### config.mk
export PLATFORM = sky130hd
export DESIGN_NAME = flow_counter_table
export DESIGN_NICKNAME = d
export VERILOG_FILES = /design/src/rtl/flow_counter_table_pkg.sv /design/src/rtl/flow_counter_table_flow_hash_fold.sv /design/src/rtl/flow_counter_table.sv
export SDC_FILE = /design/constraint.sdc
export NUM_CORES = 2
export LEC_CHECK = 0
export ABC_CLOCK_PERIOD_IN_PS = 5900
export BUFFER_PORTS_ARGS = -buffer_cell sky130_fd_sc_hd__buf_2
export CAP_MARGIN = 20
export CORE_MARGIN = 1.5
export CORE_UTILIZATION = 60
export CTS_CLUSTER_SIZE = 10
export DETAILED_ROUTE_END_ITERATION = 16
export PLACE_DENSITY_LB_ADDON = 0.25
export RECOVER_POWER = 25
export SETUP_SLACK_MARGIN = 0.1
export SYNTH_ARGS = -nofsm -noshare
export SYNTH_HDL_FRONTEND = slang
export SYNTH_HIERARCHICAL = 1
export SYNTH_SLANG_ARGS = --single-unit
export TNS_END_PERCENT = 5
### constraint.sdc
create_clock -name clk -period 5.9 [get_ports clk]
set_clock_uncertainty 0.1 [all_clocks]
set_input_delay 0 -clock clk [delete_from_list [all_inputs] [get_ports clk]]
set_output_delay 0 -clock clk [all_outputs]
set_load 0.01 [all_outputs]
### src/rtl/flow_counter_table_pkg.sv
// Shared dataplane definitions for the flow counter table: key width, FSM
// state encoding and the key-to-index XOR fold.
package flow_counter_table_pkg;

  localparam int FLOW_KEY_W = 96;
  localparam int MAX_IDX_W  = 8;

  typedef enum logic [1:0] {
    ST_IDLE   = 2'd0,
    ST_LOOKUP = 2'd1,
    ST_UPDATE = 2'd2
  } state_t;

  // XOR of consecutive idx_w-bit slices of the key; the final partial slice
  // is zero-extended because the shifted remainder fills with zeros.
  function automatic logic [MAX_IDX_W-1:0] fold_key(
    input logic [FLOW_KEY_W-1:0] key,
    input int                    idx_w
  );
    logic [FLOW_KEY_W-1:0] rem;
    logic [MAX_IDX_W:0]    one_hot;
    logic [MAX_IDX_W-1:0]  mask;
    logic [MAX_IDX_W-1:0]  acc;
    rem     = key;
    one_hot = (MAX_IDX_W+1)'(1) << idx_w;
    mask    = one_hot[MAX_IDX_W-1:0] - MAX_IDX_W'(1);
    acc     = '0;
    for (int s = 0; s < FLOW_KEY_W; s++) begin
      if (s * idx_w < FLOW_KEY_W) begin
        acc = acc ^ (rem[MAX_IDX_W-1:0] & mask);
        rem = rem >> idx_w;
      end
    end
    return acc;
  endfunction

endpackage

### src/rtl/flow_counter_table_flow_hash_fold.sv
// Combinational key-to-index fold used to pick the direct-mapped table entry.
module flow_hash_fold
  import flow_counter_table_pkg::*;
#(
  parameter int IDX_W = 4
) (
  input  logic [FLOW_KEY_W-1:0] key,
  output logic [IDX_W-1:0]      idx
);

  logic [MAX_IDX_W-1:0] fold_full;
  logic                 unused_fold_hi;

  always_comb fold_full = fold_key(key, IDX_W);

  assign idx            = fold_full[IDX_W-1:0];
  assign unused_fold_hi = ^fold_full;

endmodule

### src/rtl/flow_counter_table.sv
// Direct-mapped per-flow packet counter table with a 3-state lookup/update
// pipeline, saturating statistics and a one-cycle CSR read port.
module flow_counter_table
  import flow_counter_table_pkg::*;
#(
  parameter int NUM_ENTRIES = 16,
  parameter int CNT_WIDTH   = 32
) (
  input  logic                           clk,
  input  logic                           rst_n,
  input  logic [FLOW_KEY_W-1:0]          flow_key,
  input  logic                           key_valid,
  output logic                           key_ready,
  input  logic                           clr,
  input  logic                           rd_en,
  input  logic [$clog2(NUM_ENTRIES)-1:0] rd_idx,
  output logic                           rd_done,
  output logic                           rd_entry_valid,
  output logic [FLOW_KEY_W-1:0]          rd_key,
  output logic [CNT_WIDTH-1:0]           rd_count,
  output logic [CNT_WIDTH-1:0]           insert_cnt,
  output logic [CNT_WIDTH-1:0]           collision_cnt,
  output logic [CNT_WIDTH-1:0]           drop_cnt,
  output state_t                         dbg_state
);

  localparam int IDX_W = $clog2(NUM_ENTRIES);

  // Handshake: a key is accepted in any cycle where key_valid && key_ready
  // and clr is low; key_valid while key_ready is low is a counted drop.
  state_t                  state_q, state_d;
  logic                    key_ready_q, key_ready_d;
  logic [FLOW_KEY_W-1:0]   key_q, key_d;
  logic [IDX_W-1:0]        idx_q, idx_d;
  logic                    hit_q, hit_d;
  logic [IDX_W-1:0]        idx_in;

  logic [FLOW_KEY_W-1:0]   tbl_key_q [NUM_ENTRIES];
  logic [FLOW_KEY_W-1:0]   tbl_key_d [NUM_ENTRIES];
  logic [CNT_WIDTH-1:0]    tbl_cnt_q [NUM_ENTRIES];
  logic [CNT_WIDTH-1:0]    tbl_cnt_d [NUM_ENTRIES];
  logic [NUM_ENTRIES-1:0]  tbl_vld_q, tbl_vld_d;

  logic [CNT_WIDTH-1:0]    insert_q, insert_d;
  logic [CNT_WIDTH-1:0]    coll_q, coll_d;
  logic [CNT_WIDTH-1:0]    drop_q, drop_d;

  logic                    rd_done_q, rd_done_d;
  logic                    rd_vld_q, rd_vld_d;
  logic [FLOW_KEY_W-1:0]   rd_key_q, rd_key_d;
  logic [CNT_WIDTH-1:0]    rd_cnt_q, rd_cnt_d;

  function automatic logic [CNT_WIDTH-1:0] sat_inc(input logic [CNT_WIDTH-1:0] v);
    return (&v) ? v : v + CNT_WIDTH'(1);
  endfunction

  flow_hash_fold #(.IDX_W(IDX_W)) u_fold (
    .key (flow_key),
    .idx (idx_in)
  );

  always_comb begin
    state_d   = state_q;
    key_d     = key_q;
    idx_d     = idx_q;
    hit_d     = hit_q;
    tbl_key_d = tbl_key_q;
    tbl_cnt_d = tbl_cnt_q;
    tbl_vld_d = tbl_vld_q;
    insert_d  = insert_q;
    coll_d    = coll_q;
    drop_d    = drop_q;
    rd_done_d = rd_en;
    rd_vld_d  = rd_vld_q;
    rd_key_d  = rd_key_q;
    rd_cnt_d  = rd_cnt_q;

    // Reads sample the registered table, so they see contents before any
    // write landing on the same edge.
    if (rd_en) begin
      rd_vld_d = tbl_vld_q[rd_idx];
      rd_key_d = tbl_key_q[rd_idx];
      rd_cnt_d = tbl_cnt_q[rd_idx];
    end

    if (clr) begin
      state_d   = ST_IDLE;
      hit_d     = 1'b0;
      tbl_vld_d = '0;
      for (int i = 0; i < NUM_ENTRIES; i++) tbl_cnt_d[i] = '0;
      insert_d  = '0;
      coll_d    = '0;
      drop_d    = '0;
    end else begin
      if (key_valid && (state_q != ST_IDLE)) drop_d = sat_inc(drop_q);
      case (state_q)
        ST_IDLE: begin
          if (key_valid) begin
            key_d   = flow_key;
            idx_d   = idx_in;
            state_d = ST_LOOKUP;
          end
        end
        ST_LOOKUP: begin
          hit_d   = tbl_vld_q[idx_q] && (tbl_key_q[idx_q] == key_q);
          state_d = ST_UPDATE;
        end
        ST_UPDATE: begin
          if (hit_q) begin
            tbl_cnt_d[idx_q] = sat_inc(tbl_cnt_q[idx_q]);
          end else if (!tbl_vld_q[idx_q]) begin
            tbl_key_d[idx_q] = key_q;
            tbl_vld_d[idx_q] = 1'b1;
            tbl_cnt_d[idx_q] = CNT_WIDTH'(1);
            insert_d         = sat_inc(insert_q);
          end else begin
            coll_d = sat_inc(coll_q);
          end
          state_d = ST_IDLE;
        end
        default: state_d = ST_IDLE;
      endcase
    end

    key_ready_d = (state_d == ST_IDLE);
  end

  always_ff @(posedge clk or negedge rst_n) begin
    if (!rst_n) begin
      state_q     <= ST_IDLE;
      key_ready_q <= 1'b1;
      key_q       <= '0;
      idx_q       <= '0;
      hit_q       <= 1'b0;
      tbl_key_q   <= '{default: '0};
      tbl_cnt_q   <= '{default: '0};
      tbl_vld_q   <= '0;
      insert_q    <= '0;
      coll_q      <= '0;
      drop_q      <= '0;
      rd_done_q   <= 1'b0;
      rd_vld_q    <= 1'b0;
      rd_key_q    <= '0;
      rd_cnt_q    <= '0;
    end else begin
      state_q     <= state_d;
      key_ready_q <= key_ready_d;
      key_q       <= key_d;
      idx_q       <= idx_d;
      hit_q       <= hit_d;
      tbl_key_q   <= tbl_key_d;
      tbl_cnt_q   <= tbl_cnt_d;
      tbl_vld_q   <= tbl_vld_d;
      insert_q    <= insert_d;
      coll_q      <= coll_d;
      drop_q      <= drop_d;
      rd_done_q   <= rd_done_d;
      rd_vld_q    <= rd_vld_d;
      rd_key_q    <= rd_key_d;
      rd_cnt_q    <= rd_cnt_d;
    end
  end

  assign key_ready      = key_ready_q;
  assign rd_done        = rd_done_q;
  assign rd_entry_valid = rd_vld_q;
  assign rd_key         = rd_key_q;
  assign rd_count       = rd_cnt_q;
  assign insert_cnt     = insert_q;
  assign collision_cnt  = coll_q;
  assign drop_cnt       = drop_q;
  assign dbg_state      = state_q;

endmodule

# ---- Word-level counts from Yosys, hierarchy flattened
# Index checks and enable logic that the tools add are counted.
dict set report totals {
  elab_cells 169
  out_inout_bits 229
  reg_bits 2394
}
dict set report op_classes {
  n_eq_ne 9
  bitwise_logic 32
  order_cmp 6
  n_reduce_logical 22
  add_sub_neg 4
  muxes 51
}
# op n
set ops {}
lappend ops {{$mux W512} 4}
lappend ops {{$bwmux W1536} 1}
lappend ops {{$bmux W96 S4} 2}
lappend ops {{$mux W32} 19}
lappend ops {{$bwmux W512} 1}
lappend ops {{$and A496 B496 Y496} 1}
lappend ops {{$not A496 Y496} 1}
lappend ops {{$mux W96} 5}
lappend ops {{$demux W96 S4} 1}
lappend ops {{$bmux W32 S4} 2}
lappend ops {{$add A32 B1 Y32 const B} 4}
lappend ops {{$demux W32 S4} 1}
lappend ops {{$reduce_and A32 Y1} 4}
lappend ops {{$eq A96 B96 Y1} 1}
lappend ops {{$xor A4 B4 Y4} 23}
lappend ops {{$mux W16} 4}
lappend ops {{$or A16 B16 Y16} 2}
lappend ops {{$reduce_and A4 Y1} 3}
lappend ops {{$ge A5 B5 Y1 const B} 2}
lappend ops {{$lt A4 B5 Y1 const B} 2}
lappend ops {{$ne A2 B2 Y1 const B} 5}
lappend ops {{$not A4 Y5} 2}
lappend ops {{$reduce_bool A2 Y1} 5}
lappend ops {{$bmux W1 S4} 2}
lappend ops {{other kinds (14)} 27}

# ---- Depth between registers and ports, before layout
dict set report logic_depth {
  ltp_word 23
  mapped_depth 20
  ltp_nobuf 12
}

# ---- Hierarchy
# The synthesis kept the hierarchy.
# module seq_area_each_um2 cells_per_inst instances area_per_inst_um2
set modules_own_cells {}
lappend modules_own_cells {flow_counter_table 59908.7 8298 1 122276.0}
lappend modules_own_cells {flow_hash_fold 0.0 88 1 825.8}

# ---- Worst setup path before layout
# No wires, ideal clock.
dict set report synth_timing {
  kind {register to register}
  startpoint {reg idx_q[0]}
  endpoint {reg tbl_cnt_q[197] in the netlist's numbering}
  arrival_ns 4.288
  slack_ns 1.379
  synth_period_minus_slack_ns 4.521
  stages_incl_launch_ff 21
  setup_time_ns 0.133
  path_buffers 8
  required_ns 5.667
  path_cell_list {dfrtp_1 > buf_6 > buf_8 > buf_6 > buf_6 > buf_4 > mux4_2 > a22oi_1 > nand2_1 > ha_1 > and2_1 > a32oi_1 > nand4bb_1 > clkbuf_1 > nor3_1 > and3_1 > buf_2 > nor4_1 > xor2_1 > clkbuf_1 > o21ai_0}
}
dict set report synth_between {
  elab_chain_cells 11
  word_cells_on_any_way 23
  cone_classes {1 x add/sub; 2 x order compare; 1 x eq/ne; 13 x mux; 3 x bitwise; 3 x reduce/logical}
}
# element line_no
set synth_lines {}
lappend synth_lines {{from (decl)} flow_counter_table.sv:34} ;# logic [IDX_W-1:0] idx_q, idx_d;
lappend synth_lines {{from (signal assigned)} flow_counter_table.sv:149} ;# idx_q <= idx_d;
lappend synth_lines {{branches (longest 11 deep; another with $add A32 B1 Y32)} --}
lappend synth_lines {{to (signal assigned)} flow_counter_table.sv:152} ;# tbl_cnt_q <= tbl_cnt_d;
lappend synth_lines {{to (decl)} flow_counter_table.sv:40} ;# logic [CNT_WIDTH-1:0] tbl_cnt_q [NUM_ENTRIES];
# Several ways; the timed one is not identified. The select of a mux whose other input is x is not followed.
# A chain may end at the register's enable or synchronous reset.

# ---- Final worst setup path
dict set report layout_timing {
  startpoint {reg idx_q[1]}
  endpoint {reg hit_q}
}
dict set report layout_between {
  elab_chain_cells 8
  word_cells_on_any_way 10
  cone_classes {1 x eq/ne; 7 x mux; 1 x bitwise; 1 x reduce/logical}
}
# element line_no
set layout_lines {}
lappend layout_lines {{$not A4 Y5 (not written as such)} flow_counter_table.sv:105} ;# hit_d = tbl_vld_q[idx_q] && (tbl_key_q[idx_q] == key_q);
lappend layout_lines {{$bmux W96 S4} flow_counter_table.sv:105}
lappend layout_lines {{$mux W96 (not written as such) (2 in a row)} flow_counter_table.sv:105}
lappend layout_lines {{$eq A96 B96 Y1} flow_counter_table.sv:105}
lappend layout_lines {{$logic_and A1 B1 Y1 (*)} flow_counter_table.sv:105}
lappend layout_lines {{$mux W1 (*)} flow_counter_table.sv:96} ;# case (state_q)
lappend layout_lines {{$mux W1 (*)} flow_counter_table.sv:86} ;# if (clr) begin
lappend layout_lines {{to (signal assigned)} flow_counter_table.sv:150} ;# hit_q <= hit_d;
lappend layout_lines {{to (decl)} flow_counter_table.sv:35} ;# logic hit_q, hit_d;
# Mark *: on every way between the ends. The rest lies on a longest branch, timed or not. The select of a mux whose other input is x is not followed.

==> metrics.txt <==
# TYPE chip_impl_metric gauge
chip_impl_info{name="result_of_the_run",value="finished, violations left"} 1
chip_impl_info{name="violations",value="capacitance limit, slew limit"} 1
chip_impl_metric{name="route.antenna.remaining_nets",unit=""} 0
chip_impl_metric{name="maxClockFrequency",unit="MHz"} 183
chip_impl_metric{name="period_minus_slack",unit="ps"} 5470
chip_impl_metric{name="cts.path.max_buffers",unit=""} 4
chip_impl_metric{name="track_usage",unit=""} 0.372
chip_impl_metric{name="asyncSetResetFlopFracSynth",unit=""} 1.00
chip_impl_info{name="synth_top_cells_by_area",value="dfrtp_1 49%, mux4_2 22%, mux2_2 16%"} 1
chip_impl_metric{name="fill_cells",unit=""} 13700
chip_impl_metric{name="timing.reg2reg.setup_slack",unit="ps"} 430
chip_impl_metric{name="timing.max_slew.rel_slack",unit=""} -1.53
chip_impl_metric{name="cap_viol_max_count",unit=""} 11
chip_impl_info{name="timing.rr.end",value="hit_q$_DFFE_PN0P_"} 1
chip_impl_metric{name="multi_input_comb_area",unit="mm2"} 0.0598
chip_impl_metric{name="sinks_on_clock_net",unit=""} 2394
chip_impl_metric{name="netlist-cell-type-count",unit=""} 73
chip_impl_metric{name="grt_start_max_net_pins",unit=""} 193
chip_impl_info{name="clock-root-buffer",value="clkbuf_16"} 1
chip_impl_info{name="yosys.cell_count.top_type",value="dfrtp_1"} 1
chip_impl_metric{name="final_layout_size_suffix_gt1_frac",unit=""} 0.444
chip_impl_metric{name="ys_warn_count",unit=""} 6
chip_impl_metric{name="pin_count",unit=""} 334
chip_impl_metric{name="critical_path_depth",unit=""} 11
chip_impl_metric{name="power_leakage",unit="nW"} 61.1
chip_impl_metric{name="critPathMaxFanout",unit=""} 53
chip_impl_metric{name="area_growth_syn_to_layout",unit="%"} 11.9
chip_impl_metric{name="gp_congestion",unit=""} 0.923
chip_impl_metric{name="totalWireLength",unit="um"} 385000
chip_impl_metric{name="cts_buffers",unit=""} 294
chip_impl_info{name="min_from",value="flow_key[15]"} 1
chip_impl_metric{name="pwr_density_cell",unit="mW/mm2"} 382
chip_impl_metric{name="synth_enable_flop_cells",unit=""} 0
chip_impl_info{name="rsz0062_at_grt",value="no"} 1
chip_impl_metric{name="cp.arrival",unit="ps"} 6240
chip_impl_metric{name="rr_worst_depth",unit=""} 11
chip_impl_metric{name="maxSlewViolCount",unit=""} 652
chip_impl_metric{name="syn_inst",unit=""} 8386
chip_impl_metric{name="cp_slowest_stage_delay",unit="ps"} 970
chip_impl_metric{name="number_of_failing_hold_endpoints_at_the_final_stage",unit=""} 0
chip_impl_metric{name="grt_pass1_vias",unit=""} 84700
chip_impl_metric{name="firstDrtPassIters",unit=""} 9
chip_impl_info{name="min_path_type",value="in -> reg"} 1
chip_impl_metric{name="nNetsFinal",unit=""} 8758
chip_impl_metric{name="detailedRoute.firstIterationViolations",unit=""} 9615
chip_impl_metric{name="synthDominantCellAreaShare",unit=""} 0.486
chip_impl_info{name="slowest_stage",value="dfrtp_4"} 1
chip_impl_info{name="worst_setup_path_end_kind",value="register"} 1
chip_impl_metric{name="timing.hold.ws",unit="ps"} 33.1
chip_impl_metric{name="post-cts-setup-buffer-count",unit=""} 0
chip_impl_metric{name="synth-seq-cells",unit=""} 2394
chip_impl_metric{name="utilization",unit=""} 0.674
chip_impl_metric{name="area.sequential",unit="mm2"} 0.0599
chip_impl_metric{name="globalRoute.totalOverflow",unit=""} 0
chip_impl_info{name="cpLargestDelayFamily",value="simple AND/OR/NAND/NOR gates"} 1
chip_impl_metric{name="cp.required",unit="ps"} 6670
chip_impl_info{name="path_cells",value="buf_12 > buf_4 > buf_4 > mux4_2 > mux4_2 > xor2_1 > nor4_1 > nand2_1 > nor4_1 > nand3_1 > o21ai_1"} 1
chip_impl_metric{name="dpl_worst_slack",unit="ps"} 617
chip_impl_info{name="critical_path.reg2reg.startpoint",value="idx_q[1]$_DFFE_PN0P_"} 1
chip_impl_metric{name="start_util",unit=""} 0.603
chip_impl_info{name="endpoint_with_the_worst_hold_slack",value="key_q[15]$_DFFE_PN0P_"} 1
chip_impl_metric{name="final-setup-viol-count",unit=""} 0
chip_impl_metric{name="post-route-period-util",unit=""} 0.927
chip_impl_metric{name="synth_area",unit="mm2"} 0.123
chip_impl_metric{name="h-tree-depth",unit=""} 5
chip_impl_metric{name="post_drt_wl_per_cell",unit="um"} 33.8
chip_impl_metric{name="fin_worst_setup_slack",unit="ps"} 428
chip_impl_metric{name="die-area",unit="mm2"} 0.208
chip_impl_metric{name="setup-tns-final",unit="ps"} 0
chip_impl_metric{name="post-route-drc-count",unit=""} 0
chip_impl_metric{name="dpl.hpwl",unit="um"} 229000
chip_impl_metric{name="core_box_area",unit="mm2"} 0.204
chip_impl_metric{name="die_y_extent",unit="um"} 456
chip_impl_info{name="critPathLaunchType",value="register"} 1
chip_impl_metric{name="worst_ir_drop_vdd",unit="uV"} 453
chip_impl_metric{name="placement.io_buffers",unit=""} 333
chip_impl_info{name="cts_tree",value="built"} 1
chip_impl_info{name="ys_top_cells_by_count",value="2,393 x dfrtp_1, 1,761 x mux2_2, 1,186 x mux4_2"} 1
chip_impl_metric{name="route.detailed.vias_per_inst",unit=""} 7.21
chip_impl_info{name="most_frequently_used_flop_master_after_synthesis",value="dfrtp_1"} 1
chip_impl_metric{name="clk_latency",unit="ps"} 950
chip_impl_metric{name="placementRows",unit=""} 166
chip_impl_metric{name="critical_path_buf_inv_count",unit=""} 3
chip_impl_metric{name="total_nets_after_synthesis",unit=""} 8495
chip_impl_metric{name="die-width",unit="um"} 456
chip_impl_metric{name="grt_pass1_wl",unit="um"} 573000
chip_impl_metric{name="post-layout-total-power",unit="W"} 0.0526
chip_impl_info{name="yosys.area.top_type",value="dfrtp_1"} 1
chip_impl_metric{name="syn-mean-instance-area",unit="um2"} 14.7
chip_impl_metric{name="synth.yosys.seq_area_share",unit=""} 0.487
chip_impl_metric{name="tightest_slew",unit="ps"} 3790
chip_impl_metric{name="holdPathStages",unit=""} 3
chip_impl_metric{name="clkTransAtPathRegs",unit="ps"} 50
chip_impl_metric{name="total_via_count_in_the_routed_design",unit=""} 82300
chip_impl_metric{name="number_of_antenna_violations_at_the_first_check_in_global_routing",unit=""} 22
chip_impl_info{name="path_class",value="reg -> reg"} 1
==> area by class of cell <==
cell class | instances | share of cell area
clock buffer | 347 | 0.0564
inverter | 25 | 0.000754
sequential | 2394 | 0.435
tap | 2688 | 0.0244
antenna | 8 | 0.000145
timing repair buffer | 798 | 0.0485
clock inverter | 7 | 0.000572
multi-input combinational | 5136 | 0.434
==> worst max path at each step <==
stage                              start                          to  slack [ps]
floorplan           idx_q[0]$_DFFE_PN0P_  tbl_cnt_q[197]$_DFFE_PN0P_        1380
detailed placement  idx_q[0]$_DFFE_PN0P_           hit_q$_DFFE_PN0P_         620
CTS                 idx_q[1]$_DFFE_PN0P_           hit_q$_DFFE_PN0P_         600
finish              idx_q[1]$_DFFE_PN0P_           hit_q$_DFFE_PN0P_         430
global placement    idx_q[0]$_DFFE_PN0P_           hit_q$_DFFE_PN0P_         370
global route                       rst_n  tbl_key_q[222]$_DFFE_PN0P_         270
==> report_power, final <==
group | internal (W) | switching (W) | total, W
sequential | 0.0191 | 0.00283 | 0.0219
combinational | 0.00737 | 0.00748 | 0.0149
clock | 0.00913 | 0.00667 | 0.0158
total | 0.0356 | 0.0170 | 0.0526
==> routing by layer <==
| metal | vias to the layer above | share of wire | GRT usage |
|---|---|---|---|
| met3 | 1341 | 0.095 | 0.0821 |
| met5 | - | 0.00035 | 0 |
| met1 | 43800 | 0.37 | 0.486 |
| met2 | 4881 | 0.47 | 0.573 |
| met4 | 20 | 0.073 | 0.231 |
| li1 | 32300 | - | - |
==> what timing repair did <==
item | 4_1_cts | 5_1_grt
endpoints found under the hold margin | 2226 | 0
hold buffers | 199 | 0
gates resized for setup | 0 | 0
==> state kept, by name (all words and copies together) (netlist names), 2 cells and up <==
| register | cells |
|---|---|
| collision_cnt | 32 |
| dbg_state | 2 |
| drop_cnt | 32 |
| idx_q | 4 |
| insert_cnt | 32 |
| key_q | 96 |
| rd_count | 32 |
| rd_key | 96 |
| tbl_cnt_q | 512 |
| tbl_key_q | 1536 |
| tbl_vld_q | 16 |
==> metrics by stage <==
step	instance area, um2	cells
2_1_floorplan	123000	8386
3_3_place_gp	128000	10800
3_5_place_dp	128000	10800
4_1_cts	138000	11400
5_1_grt	138000	11400
6_report	138000	11400
==> layout by cell type (no fill, tap or decap), types with 49 or more instances in the layout <==
| cell type | n |
|---|---|
| mux4_2 | 1186 |
| mux2_2 | 1761 |
| buf_2 | 267 |
| clkbuf_1 | 110 |
| nand2_1 | 544 |
| clkbuf_16 | 300 |
| o21ai_0 | 445 |
| dlygate4sd3_1 | 198 |
| nand4_1 | 49 |
| buf_12 | 86 |
| a22o_1 | 114 |
| a22oi_1 | 82 |
| a21oi_1 | 50 |
| dfrtp_1 | 2389 |
| xnor2_1 | 146 |
| nor2_1 | 192 |
| buf_4 | 158 |
| mux2i_1 | 101 |
| xor2_1 | 117 |
==> worst min-delay path: cells and delay by family <==
family / cells / cell delay [ps]
mux: 1 / 220
buf+inv: 2 / 790
==> kinds of logic (layout without fill, tap and decap cells) <==
kind of cell,after synthesis,count (layout),synth area share
muxes,3048,3048,0.386
DFF,2394,2394,0.487
other,0,8,0
xor gates and xnor gates,267,267,0.0194
buffers and inverters,856,1177,0.0310
and+or+nand+nor,1003,1003,0.0353
AOI/OAI and AO/OA,814,814,0.0410
adders and majority gates,4,4,0.000407
Note: power is estimated with default switching activity, not from simulation.
